<file path="src/rtl/fifo_pkg.sv">
// Shared definitions for the FIFO burst reader.
// Holds the default data/address widths, the packet-counter width and the
// reader FSM state encoding.
package fifo_pkg;

  localparam int unsigned DSIZE_DEF = 32;
  localparam int unsigned ASIZE_DEF = 4;
  localparam int unsigned PKT_CNT_W = 16;

  typedef enum logic [1:0] {
    IDLE  = 2'd0,
    BURST = 2'd1,
    DRAIN = 2'd2
  } state_t;

endpackage

</file>
<file path="src/rtl/fifo_skid_buf.sv">
// Two-entry output buffer between the FIFO pop path and the stream port.
// Ports:
//   clk, rst        clock, synchronous active-high reset
//   push, push_data write one entry (caller guarantees !full)
//   pop             consumer accepts the head entry this cycle
//   head_data       registered head entry
//   head_valid      head entry present
//   full            both entries occupied
module fifo_skid_buf #(
  parameter int unsigned WIDTH = 33
) (
  input  logic             clk,
  input  logic             rst,
  input  logic             push,
  input  logic [WIDTH-1:0] push_data,
  input  logic             pop,
  output logic [WIDTH-1:0] head_data,
  output logic             head_valid,
  output logic             full
);

  logic [WIDTH-1:0] tail_data;

  // Head/tail registers; the tail only ever holds a word while the head is
  // occupied, so a pop always promotes the tail and keeps order.
  always_ff @(posedge clk) begin
    if (rst) begin
      head_data  <= '0;
      head_valid <= 1'b0;
      tail_data  <= '0;
      full       <= 1'b0;
    end else if (pop && head_valid) begin
      if (full) begin
        head_data <= tail_data;
        if (push) begin
          tail_data <= push_data;
        end else begin
          full <= 1'b0;
        end
      end else if (push) begin
        head_data <= push_data;
      end else begin
        head_valid <= 1'b0;
      end
    end else if (push) begin
      if (!head_valid) begin
        head_data  <= push_data;
        head_valid <= 1'b1;
      end else begin
        tail_data <= push_data;
        full      <= 1'b1;
      end
    end
  end

endmodule

</file>
<file path="src/rtl/fifo_burst_reader.sv">
// Reads packets out of a first-word-fall-through FIFO onto a valid/ready
// stream. A packet of PKT_LEN words starts once that many are present; flush_i
// starts a short packet from whatever is present.
// Ports:
//   clk, rst                               clock, synchronous active-high reset
//   fifo_rd_data_i/fifo_empty_i/fifo_counter_i  upstream FIFO head/status
//   fifo_rd_en_o                           pop strobe to the FIFO
//   flush_i                                emit residual words as a packet
//   m_data_o/m_valid_o/m_last_o/m_ready_i  output stream
//   pkt_count_o                            completed packets (wraps)
//   busy_o                                 FSM not idle
module fifo_burst_reader
  import fifo_pkg::*;
#(
  parameter int unsigned DSIZE   = DSIZE_DEF,
  parameter int unsigned ASIZE   = ASIZE_DEF,
  parameter int unsigned PKT_LEN = 4
) (
  input  logic                 clk,
  input  logic                 rst,
  input  logic [DSIZE-1:0]     fifo_rd_data_i,
  input  logic                 fifo_empty_i,
  input  logic [ASIZE:0]       fifo_counter_i,
  output logic                 fifo_rd_en_o,
  input  logic                 flush_i,
  output logic [DSIZE-1:0]     m_data_o,
  output logic                 m_valid_o,
  output logic                 m_last_o,
  input  logic                 m_ready_i,
  output logic [PKT_CNT_W-1:0] pkt_count_o,
  output logic                 busy_o
);

  localparam int unsigned CNT_W = ASIZE + 1;
  localparam int unsigned BUF_W = DSIZE + 1;

  if (PKT_LEN < 1 || PKT_LEN > (32'd1 << ASIZE)) begin : g_bad_pkt_len
    $error("fifo_burst_reader: PKT_LEN must be within 1..2**ASIZE");
  end

  state_t               state_q, state_d;
  logic [CNT_W-1:0]     remaining_q, remaining_d;
  logic [PKT_CNT_W-1:0] pkt_count_q;
  logic [BUF_W-1:0]     head;
  logic                 head_valid;
  logic                 buf_full;
  logic                 pop_c;
  logic                 last_done_c;

  // Pop depends only on registered state and FIFO status, never on m_ready_i;
  // reset suppresses it so an in-flight packet is abandoned without popping.
  assign pop_c = (state_q == BURST) && (remaining_q != '0) && !fifo_empty_i
                 && !buf_full && !rst;
  assign last_done_c = head_valid && m_ready_i && head[DSIZE];

  // State, remaining-word and packet counters.
  always_ff @(posedge clk) begin
    if (rst) begin
      state_q     <= IDLE;
      remaining_q <= '0;
      pkt_count_q <= '0;
    end else begin
      state_q     <= state_d;
      remaining_q <= remaining_d;
      if (last_done_c) begin
        pkt_count_q <= pkt_count_q + PKT_CNT_W'(1);
      end
    end
  end

  // Next-state logic; a full packet's worth of data wins over flush.
  always_comb begin
    state_d     = state_q;
    remaining_d = remaining_q;
    case (state_q)
      IDLE: begin
        if (fifo_counter_i >= CNT_W'(PKT_LEN)) begin
          state_d     = BURST;
          remaining_d = CNT_W'(PKT_LEN);
        end else if (flush_i && !fifo_empty_i && (fifo_counter_i != '0)) begin
          // Zero-count guard keeps an inconsistent FIFO from starting an empty packet.
          state_d     = BURST;
          remaining_d = fifo_counter_i;
        end
      end
      BURST: begin
        if (pop_c) begin
          remaining_d = remaining_q - CNT_W'(1);
          if (remaining_q == CNT_W'(1)) begin
            state_d = DRAIN;
          end
        end
      end
      DRAIN: begin
        if (last_done_c) begin
          state_d = IDLE;
        end
      end
      default: state_d = IDLE;
    endcase
  end

  fifo_skid_buf #(
    .WIDTH (BUF_W)
  ) u_skid (
    .clk        (clk),
    .rst        (rst),
    .push       (pop_c),
    .push_data  ({remaining_q == CNT_W'(1), fifo_rd_data_i}),
    .pop        (m_ready_i),
    .head_data  (head),
    .head_valid (head_valid),
    .full       (buf_full)
  );

  assign fifo_rd_en_o = pop_c;
  assign m_data_o     = head[DSIZE-1:0];
  assign m_valid_o    = head_valid;
  assign m_last_o     = head[DSIZE] & head_valid;
  assign pkt_count_o  = pkt_count_q;
  assign busy_o       = (state_q != IDLE);

endmodule

</file>
<file path="config.mk">
export PLATFORM = sky130hd
export DESIGN_NAME = fifo_burst_reader
export DESIGN_NICKNAME = d
export VERILOG_FILES = /design/src/rtl/fifo_pkg.sv /design/src/rtl/fifo_skid_buf.sv /design/src/rtl/fifo_burst_reader.sv
export SDC_FILE = /design/constraint.sdc
export NUM_CORES = 1
export LEC_CHECK = 0
export ABC_AREA = 1
export ABC_CLOCK_PERIOD_IN_PS = 3530
export BUFFER_PORTS_ARGS = -buffer_cell sky130_fd_sc_hd__buf_4
export CORE_MARGIN = 2
export CORE_UTILIZATION = 40
export CTS_CLUSTER_DIAMETER = 50
export CTS_CLUSTER_SIZE = 40
export DETAILED_ROUTE_END_ITERATION = 10
export GPL_TIMING_DRIVEN = 0
export PLACE_DENSITY = 0.63
export SKIP_CTS_REPAIR_TIMING = 1
export SYNTH_ARGS = -nofsm -noshare
export SYNTH_HDL_FRONTEND = slang
export SYNTH_HIERARCHICAL = 1
export SYNTH_SLANG_ARGS = --single-unit
</file>
<file path="constraint.sdc">
create_clock -name clk -period 3.53 [get_ports clk]
set_clock_uncertainty 0.2 [all_clocks]
set_input_delay 0.706 -clock clk [delete_from_list [all_inputs] [get_ports clk]]
set_output_delay 0.706 -clock clk [all_outputs]
set_load 0.01 [all_outputs]
</file>
==> results of run 1 <==
[metrics by stage]
| step | cell area (um2) | worst slack [ns] | util | instances |
|---|---|---|---|---|
| 6_report | 5980 | 1.08 | 0.517 | 1005 |
| 5_1_grt | 5980 | 1.01 | 0.517 | 1005 |
| 4_1_cts | 5980 | 1.07 | 0.517 | 1005 |
| 3_5_place_dp | 5670 | 0.901 | 0.490 | 989 |
| 3_3_place_gp | 5670 | 0.934 | 0.490 | 989 |
| 2_1_floorplan | 4790 | 1.27 | - | 753 |
[sequential cells by signal (all words and copies together), names as in the netlist]
signal	cells
state_q	2
u_skid/full	1
u_skid/head_valid	1
pkt_count_o	16
u_skid/head_data	33
remaining_q	5
u_skid/tail_data	33
[synth_stat cells (6+ instances only)]
| master | n |
|---|---|
| dfxtp_1 | 91 |
| o21ai_0 | 7 |
| a21oi_1 | 51 |
| inv_2 | 6 |
| buf_2 | 17 |
| nand2_1 | 208 |
| nand3_1 | 50 |
| nand4_1 | 34 |
| nand2_2 | 6 |
| clkbuf_1 | 16 |
| buf_4 | 6 |
| nor2_1 | 124 |
| inv_1 | 96 |
[cell type report]
cell class	instances	area [um2]
well taps	143	179
multi-input cells	512	2330
plain buffers	46	246
clock buffers	15	278
clock inverters	1	30.0
repair buffers	93	698
flip-flops and latches	91	1820
inverters	104	390
fillers	1194	5590
[cells by family after synthesis]
kind of cell             synth area share
AND/OR/NAND/NOR                     0.399
buffers and inverters               0.133
flip-flops                          0.380
AO/OA/AOI/OAI                      0.0739
adder cells (fa/ha/maj)            0.0104
XOR/XNOR                          0.00366
[cells in the final DEF (no fill, tap or decap), types with 3 or more instances in the layout]
cell type / n
clkbuf_8: 3
o21ai_0: 7
dfxtp_1: 91
clkbuf_16: 9
nand3_1: 50
nand2_1: 208
inv_2: 6
nor3_1: 5
nor2_1: 124
nand4_1: 34
nand2_2: 6
clkbuf_1: 19
buf_6: 4
buf_2: 17
buf_4: 99
buf_1: 3
o21ai_1: 5
a21oi_1: 51
inv_1: 96
ha_1: 4
nor2_2: 3
[critical path, stage by stage]
cell and delay [ns]:
buf_4 0.13, buf_2 0.18, nor3_1 0.20, nand3_2 0.11
clkinv_1 0.10, buf_4 0.12
[worst paths after layout]
path | startpoint | to | slack, ns | depth (start not counted)
worst max-delay path | rst | fifo_rd_en_o | 1.08 | 6
worst min-delay path | remaining_q[4] | remaining_q[4] | 0.28 | 2
worst min register to register | remaining_q[4] | remaining_q[4] | 0.28 | 2
worst max register to register | remaining_q[0] | u_skid/head_data[9] | 1.39 | 13
[power by group through the flow]
stage | Combinational, uW | Sequential, uW | Clock, uW
after floorplan | 565 | 1230 | 0
after global placement | 860 | 1210 | 0
after detailed placement | 879 | 1210 | 0
after CTS | 883 | 1190 | 1030
after global routing | 997 | 1210 | 1070
final | 878 | 1190 | 1010
[layer usage]
layer | vias to the layer above | global-route usage | part of all wire
li1 | 2539 | - | -
met1 | 2157 | 0.274 | 0.47
met2 | 116 | 0.317 | 0.46
met3 | 15 | 0.0329 | 0.053
met4 | 0 | 0.0740 | 0.017
met5 | - | 0 | 0
==> results.cfg, run 1 <==
[yosys]
synth_fp_nets = 799
synth_top_area_share = 0.380
yosysSeqAreaShare = 0.380
yosysWarnings = 6
synth_edf_count = 0
synthCells = 753
synthesis.area_um2 = 4790
yosysTopAreaCell = dfxtp_1
post_synth_num_cell_types = 32
synth_flop_cell = dfxtp_1
postSynthAreaPerCell_um2 = 6.36
netlist_top_cells_area = dfxtp_1 (38%), nand2_1 (16%), nor2_1 (9.7%)
ys_async_sr_fraction = 0
synth_seq_cells = 91

[die]
core_area_um2 = 11600
die-area_um2 = 12900
num_io_pins = 94
start_util = 0.414
die_y_um = 113
num_rows = 39
die_w_um = 113

[global_route]
grt_pass1_wl_mm = 20.8
grt_pass1_vias = 4391
antenna_found_initial = 0
track_usage = 0.200
grt_max_degree = 14
grt_overflow_total = 0

[final_layout]
area_growth_pct = 24.7
drive_above_1_share = 0.183
final_nets = 903
antenna_cells = 0

[power_and_ir_drop]
power_leakage_uw = 0.00301
swShare = 0.322
total_power_uw = 3070
seq_power_share = 0.387
power_density_nw_per_um2 = 514
max-vdd-ir-drop_mv = 0.289
combPwrFrac = 0.285
switching_power_uw = 991
clockPowerShare = 0.327
p_int_uw = 2080

[worst_setup_path]
critical_path_class = in -> out
cp.required_ns = 2.62
cp-start-kind = input pin
worstPathMaxFanout = 9
crit_path_end_kind = primary output
arrival_ns = 1.54

[sta]
setup_violations = 0
setup_tns_ns = 0
hold_viol = 0
worst_hold_slack_ns = 0.280
finalCriticalPeriod_ns = 2.45
tightestPinTransition_ns = 0.507
period_share = 0.694
slew_violations = 0
rsz0062_at_grt = no
fmax_mhz = 408
relSlewSlack = 0.662

[drt]
drt-pass1-iter-count = 4
vias_per_cell = 4.80
antenna_left = 0
vias = 4827
wl_per_cell_um = 12.4
wirelength_mm = 12.5
detail_route.iter0.violations = 279
drc = 0

[place]
port_buffers = 93
gp_congestion = 0.787
dp_hpwl_mm = 9.17

[clock_network]
path_clk_slew_ns = 0.06
cts_max_path_buffers = 2
cts_sinks = 91
cts_tree = done
ctsRootBufferMaster = clkbuf_16
clkLatencyLatePin_ns = 0.34
htreeDepth = 3
cts-buffers-inserted = 9

[hold_path]
hp-class = reg -> reg

[run_status]
status = finished clean

[job]
drv_cap = 0
(Power assumes the default switching activity.)
==> run 2: changes to the inputs <==
--- a/config.mk
+++ b/config.mk
@@ -6,7 +6,7 @@
 export NUM_CORES = 1
 export LEC_CHECK = 0
 export ABC_AREA = 1
-export ABC_CLOCK_PERIOD_IN_PS = 3530
+export ABC_CLOCK_PERIOD_IN_PS = 2200
 export BUFFER_PORTS_ARGS = -buffer_cell sky130_fd_sc_hd__buf_4
 export CORE_MARGIN = 2
 export CORE_UTILIZATION = 40
@@ -14,7 +14,7 @@
 export CTS_CLUSTER_SIZE = 40
 export DETAILED_ROUTE_END_ITERATION = 10
 export GPL_TIMING_DRIVEN = 0
-export PLACE_DENSITY = 0.63
+export PLACE_DENSITY = 0.65
 export SKIP_CTS_REPAIR_TIMING = 1
 export SYNTH_ARGS = -nofsm -noshare
 export SYNTH_HDL_FRONTEND = slang
==> constraint.sdc (replaced) <==
create_clock -name clk -period 2.2 [get_ports clk]
set_clock_uncertainty 0.2 [all_clocks]
set_input_delay 0.44 -clock clk [delete_from_list [all_inputs] [get_ports clk]]
set_output_delay 0.44 -clock clk [all_outputs]
set_load 0.01 [all_outputs]
==> results.cfg, run 2 (same netlist as run 1, synthesis figures left out) <==
[place]
dp_cells = 989
dp_hpwl_mm = 8.56
post-place-ws_ns = -0.115
placed_cell_area_um2 = 5670
gp_congestion = 0.834
port_buffers = 93

[worst_setup_path]
arrival_ns = 2.10
crit_path_end_kind = flop
cpLargestDelayFamily = buffers and inverters
crit_chain = inv_1 -> ha_1 -> nand3_1 -> nand3_2 -> clkinv_1 -> buf_4 -> clkbuf_1 -> nand3_1 -> nand2_1 -> nor2_1
cp.buffers_inverters = 4
cp-start-kind = flop
max_stage_delay_ns = 0.44
critPathSlowestCell = clkbuf_1
crit_top_cell = nand3_1
critical_path_class = reg -> reg
regToRegSetupSlack_ns = 0.15
cp.required_ns = 2.24
worstPathMaxFanout = 10

[final_layout]
area_growth_pct = 24.4
instances_no_fill = 1005
antenna_cells = 0
final_nets = 903
final_common_cell = nand2_1
mostFrequentLayoutCells = nand2_1 (208), nor2_1 (123), buf_4 (101)
drive_above_1_share = 0.191
design_area_um2 = 5960

[power_and_ir_drop]
power_density_nw_per_um2 = 805
power_leakage_uw = 0.00301
max-vdd-ir-drop_mv = 0.431

[sta]
fin_ws_ns = 0.146
hold_viol = 0
fmax_mhz = 487
relSlewSlack = 0.639
setup_tns_ns = 0
period_share = 0.934
tightestPinTransition_ns = 0.542
slew_violations = 0
setup_violations = 0
worst_hold_slack_ns = 0.0723
finalCriticalPeriod_ns = 2.05
rsz0062_at_grt = no

[drt]
detail_route.iter0.violations = 296
drt-pass1-iter-count = 4
wirelength_mm = 12.0
vias = 4766
vias_per_cell = 4.74
wl_per_cell_um = 11.9
drc = 0
antenna_left = 0

[clock_network]
htreeDepth = 3
cts_tree = done
cts_max_path_buffers = 2
clkLatencyLatePin_ns = 0.35
cts_sinks = 91
cts-buffers-inserted = 9
path_clk_slew_ns = 0.07
ctsRootBufferMaster = clkbuf_16

[global_route]
grt_overflow_total = 0
busiest_layer = met2
track_usage = 0.191
grt_use_met3 = 0.0329
grt_pass1_wl_mm = 20.1
grt_max_degree = 15
met1_usage = 0.272
gr-usage-met2 = 0.295
grt_pass1_vias = 4235
antenna_found_initial = 0

[die]
start_util = 0.414
die_w_um = 113
die_y_um = 113
die-area_um2 = 12900
num_rows = 39
core_area_um2 = 11600
num_io_pins = 94

[run_status]
status = finished clean

[job]
drv_cap = 0

[hold_path]
hp-class = in -> reg
[run 2: routing by layer]
metal  vias to the layer above  share of wire
met5                         -              0
met1                      2106           0.50
met3                        10          0.046
met2                       106           0.44
li1                       2544              -
met4                         0          0.014
[run 2: layout make-up]
| cell class | instances | area (um2) |
|---|---|---|
| Multi-Input combinational cell | 512 | 2330 |
| Buffer | 46 | 253 |
| Timing Repair Buffer | 93 | 698 |
| Clock inverter | 5 | 27.5 |
| Inverter | 104 | 390 |
| Clock buffer | 11 | 253 |
| Fill cell | 1244 | 5610 |
| Tap cell | 143 | 179 |
| Sequential cell | 91 | 1820 |
[run 2: path summary, 6_finish.rpt]
kind,start,end,depth (start not counted)
setup / recovery,remaining_q[1],u_skid/tail_data[28],10
hold / removal,rst,u_skid/full,2
setup reg to reg,remaining_q[1],u_skid/tail_data[28],10
hold reg to reg,u_skid/tail_data[20],u_skid/tail_data[20],2
[run 2: power breakdown]
group	switching [uW]	leakage, uW	internal, uW
clock network	661	0.000141	820
logic	836	0.00214	564
registers	108	0.000736	1810
[run 2: through the flow]
stage	util	power [uW]
final	0.515	4800
after global routing	0.515	5110
after CTS	0.514	4830
after detailed placement	0.490	3350
after global placement	0.490	3330
after floorplan	-	2880
==> run 3: changes to the inputs <==
--- a/config.mk
+++ b/config.mk
@@ -14,9 +14,8 @@
 export CTS_CLUSTER_SIZE = 40
 export DETAILED_ROUTE_END_ITERATION = 10
 export GPL_TIMING_DRIVEN = 0
-export PLACE_DENSITY = 0.65
+export PLACE_DENSITY = 0.66
 export SKIP_CTS_REPAIR_TIMING = 1
 export SYNTH_ARGS = -nofsm -noshare
 export SYNTH_HDL_FRONTEND = slang
-export SYNTH_HIERARCHICAL = 1
 export SYNTH_SLANG_ARGS = --single-unit
==> results.cfg, run 3 <==
[clock_network]
cts_max_path_buffers = 2
cts_tree = done
path_clk_slew_ns = 0.09
cts_sinks = 91
clkLatencyLatePin_ns = 0.35
ctsRootBufferMaster = clkbuf_8
htreeDepth = 3
cts-buffers-inserted = 9

[worst_setup_path]
r2r.worst_path.cells = 10
cp.required_ns = 1.56
reg2reg_from = state_q[1]
critical_path_class = reg -> out
regToRegSetupSlack_ns = 0.27
crit_path_end_kind = primary output
worstPathMaxFanout = 7
worstReg2RegEnd = u_skid.head_data[10]
cp-start-kind = flop
arrival_ns = 1.48

[drt]
detail_route.iter0.violations = 131
wirelength_mm = 10.5
drt-pass1-iter-count = 5
antenna_left = 0
wl_per_cell_um = 11.8
drc = 0
vias = 4245
vias_per_cell = 4.76

[sta]
setup_violations = 0
slew_violations = 0
fmax_mhz = 472
relSlewSlack = 0.648
tightestPinTransition_ns = 0.528
hold_viol = 0
finalCriticalPeriod_ns = 2.12
period_share = 0.962
fin_ws_ns = 0.0828

[final_layout]
finish.utilization = 0.515
mostFrequentLayoutCells = nand2_1 (165), buf_4 (134), nor2_1 (118)
drive_above_1_share = 0.254
area_growth_pct = 27.1
final_nets = 795
antenna_cells = 0
final_common_cell = nand2_1

[place]
dp_hpwl_mm = 7.82
gp_congestion = 0.808
port_buffers = 93
post-place-ws_ns = -0.0946

[global_route]
antenna_found_initial = 0
grt_pass1_wl_mm = 17.3
track_usage = 0.184
grt_pass1_vias = 3850
grt_max_degree = 15
grt_overflow_total = 0

[hold_path]
hold_path_depth = 3
hp-start = fifo_rd_data_i[7]
hold_path_end = u_skid.tail_data[7]
hp-class = in -> reg

[yosys]
synth_seq_cells = 91
postSynthAreaPerCell_um2 = 6.83
synth_edf_count = 0
netlist_top_cells_area = dfxtp_1 (42%), nand2_1 (14%), nor2_1 (10%)
synth_top_area_share = 0.418
synth_fp_nets = 684
synthesis.area_um2 = 4360
post_synth_num_cell_types = 27
yosysSeqAreaShare = 0.418
synth.most_common_cell = nand2_1
synthCells = 638
synthTopCellsByCount = nand2_1 (165), nor2_1 (119), dfxtp_1 (91)
synth_flop_cell = dfxtp_1
yosysWarnings = 0
ys_async_sr_fraction = 0
yosysTopAreaCell = dfxtp_1

[power_and_ir_drop]
switching_power_uw = 1400
clockPowerShare = 0.291
combPwrFrac = 0.292
power_density_nw_per_um2 = 822
seq_power_share = 0.417
max-vdd-ir-drop_mv = 0.331
swShare = 0.309
p_int_uw = 3140
power_leakage_uw = 0.00253

[die]
die_w_um = 108
die_y_um = 108
start_util = 0.405
core_area_um2 = 10700
die-area_um2 = 11700
num_rows = 38
num_io_pins = 94

[run_status]
status = finished clean

[job]
drv_cap = 0
run 3: cell types whose count changed in the layout (fill, tap and decap cells not counted), sizes merged, moves of 8 or more:
cell,change
a21oi,-9
buf,+28
nand3,-13
inv,-68
nand2,-45
clkbuf,-8
o21ai,+46
nand4,-32
run 3: worst max-delay path by stage:
stage	from	endpoint	slack, ns	depth (start not counted)
2_1_floorplan	remaining_q[0]	fifo_rd_en_o	0.35	8
3_3_place_gp	rst	fifo_rd_en_o	-0.10	8
3_5_place_dp	rst	fifo_rd_en_o	-0.09	8
4_1_cts	remaining_q[0]	fifo_rd_en_o	-0.41	9
5_1_grt	remaining_q[1]	fifo_rd_en_o	-0.003	8
6_report	remaining_q[0]	fifo_rd_en_o	0.08	8
run 3: cell families after synthesis:
kind of cell / synth area share
compound gates: 0.123
buf+inv: 0.126
flops: 0.418
simple gates: 0.322
fa+ha+maj: 0.0115
run 3: routing by layer:
metal | vias up | share of wire | track usage
met3 | 12 | 0.071 | 0.0591
met4 | 0 | 0.012 | 0.0458
met1 | 1900 | 0.45 | 0.225
met2 | 121 | 0.47 | 0.315
li1 | 2212 | - | -
met5 | - | 0 | 0
run 3: layout make-up:
type | instances | area, um2
tap | 140 | 175
multi-input combinational | 451 | 1990
inverter | 35 | 146
clock buffer | 9 | 124
buffer | 60 | 409
clock inverter | 5 | 104
sequential | 91 | 1830
timing repair buffer | 101 | 758
fill | 1084 | 5210
run 3: worst max-delay path, stage by stage (launching register included):
cell and delay, ns:
dfxtp_4 0.37, inv_4 0.05, ha_1 0.13, nand2_1 0.06, nor2_2 0.13, inv_2 0.06
nand2_4 0.11, clkinv_8 0.07, buf_4 0.14
run 3: power by group through the flow:
stage               clock (uW)  combinational (uW)  sequential [uW]
CTS                       1350                1260             1890
finish                    1320                1330             1900
global placement             0                1220             1920
global route              1410                1500             1910
floorplan                    0                 863             1900
detailed placement           0                1260             1920
run 3: metrics by stage:
stage	cell area, um2	cells	TNS, ns	hold slack (ns)	power (uW)
after floorplan	4360	638	0	0.239	2770
after global placement	5230	871	-0.104	0.246	3140
after detailed placement	5230	871	-0.0946	0.251	3180
after CTS	5460	885	-0.409	0.113	4500
after global routing	5540	892	-0.00271	0.123	4820
final	5540	892	0	0.122	4550
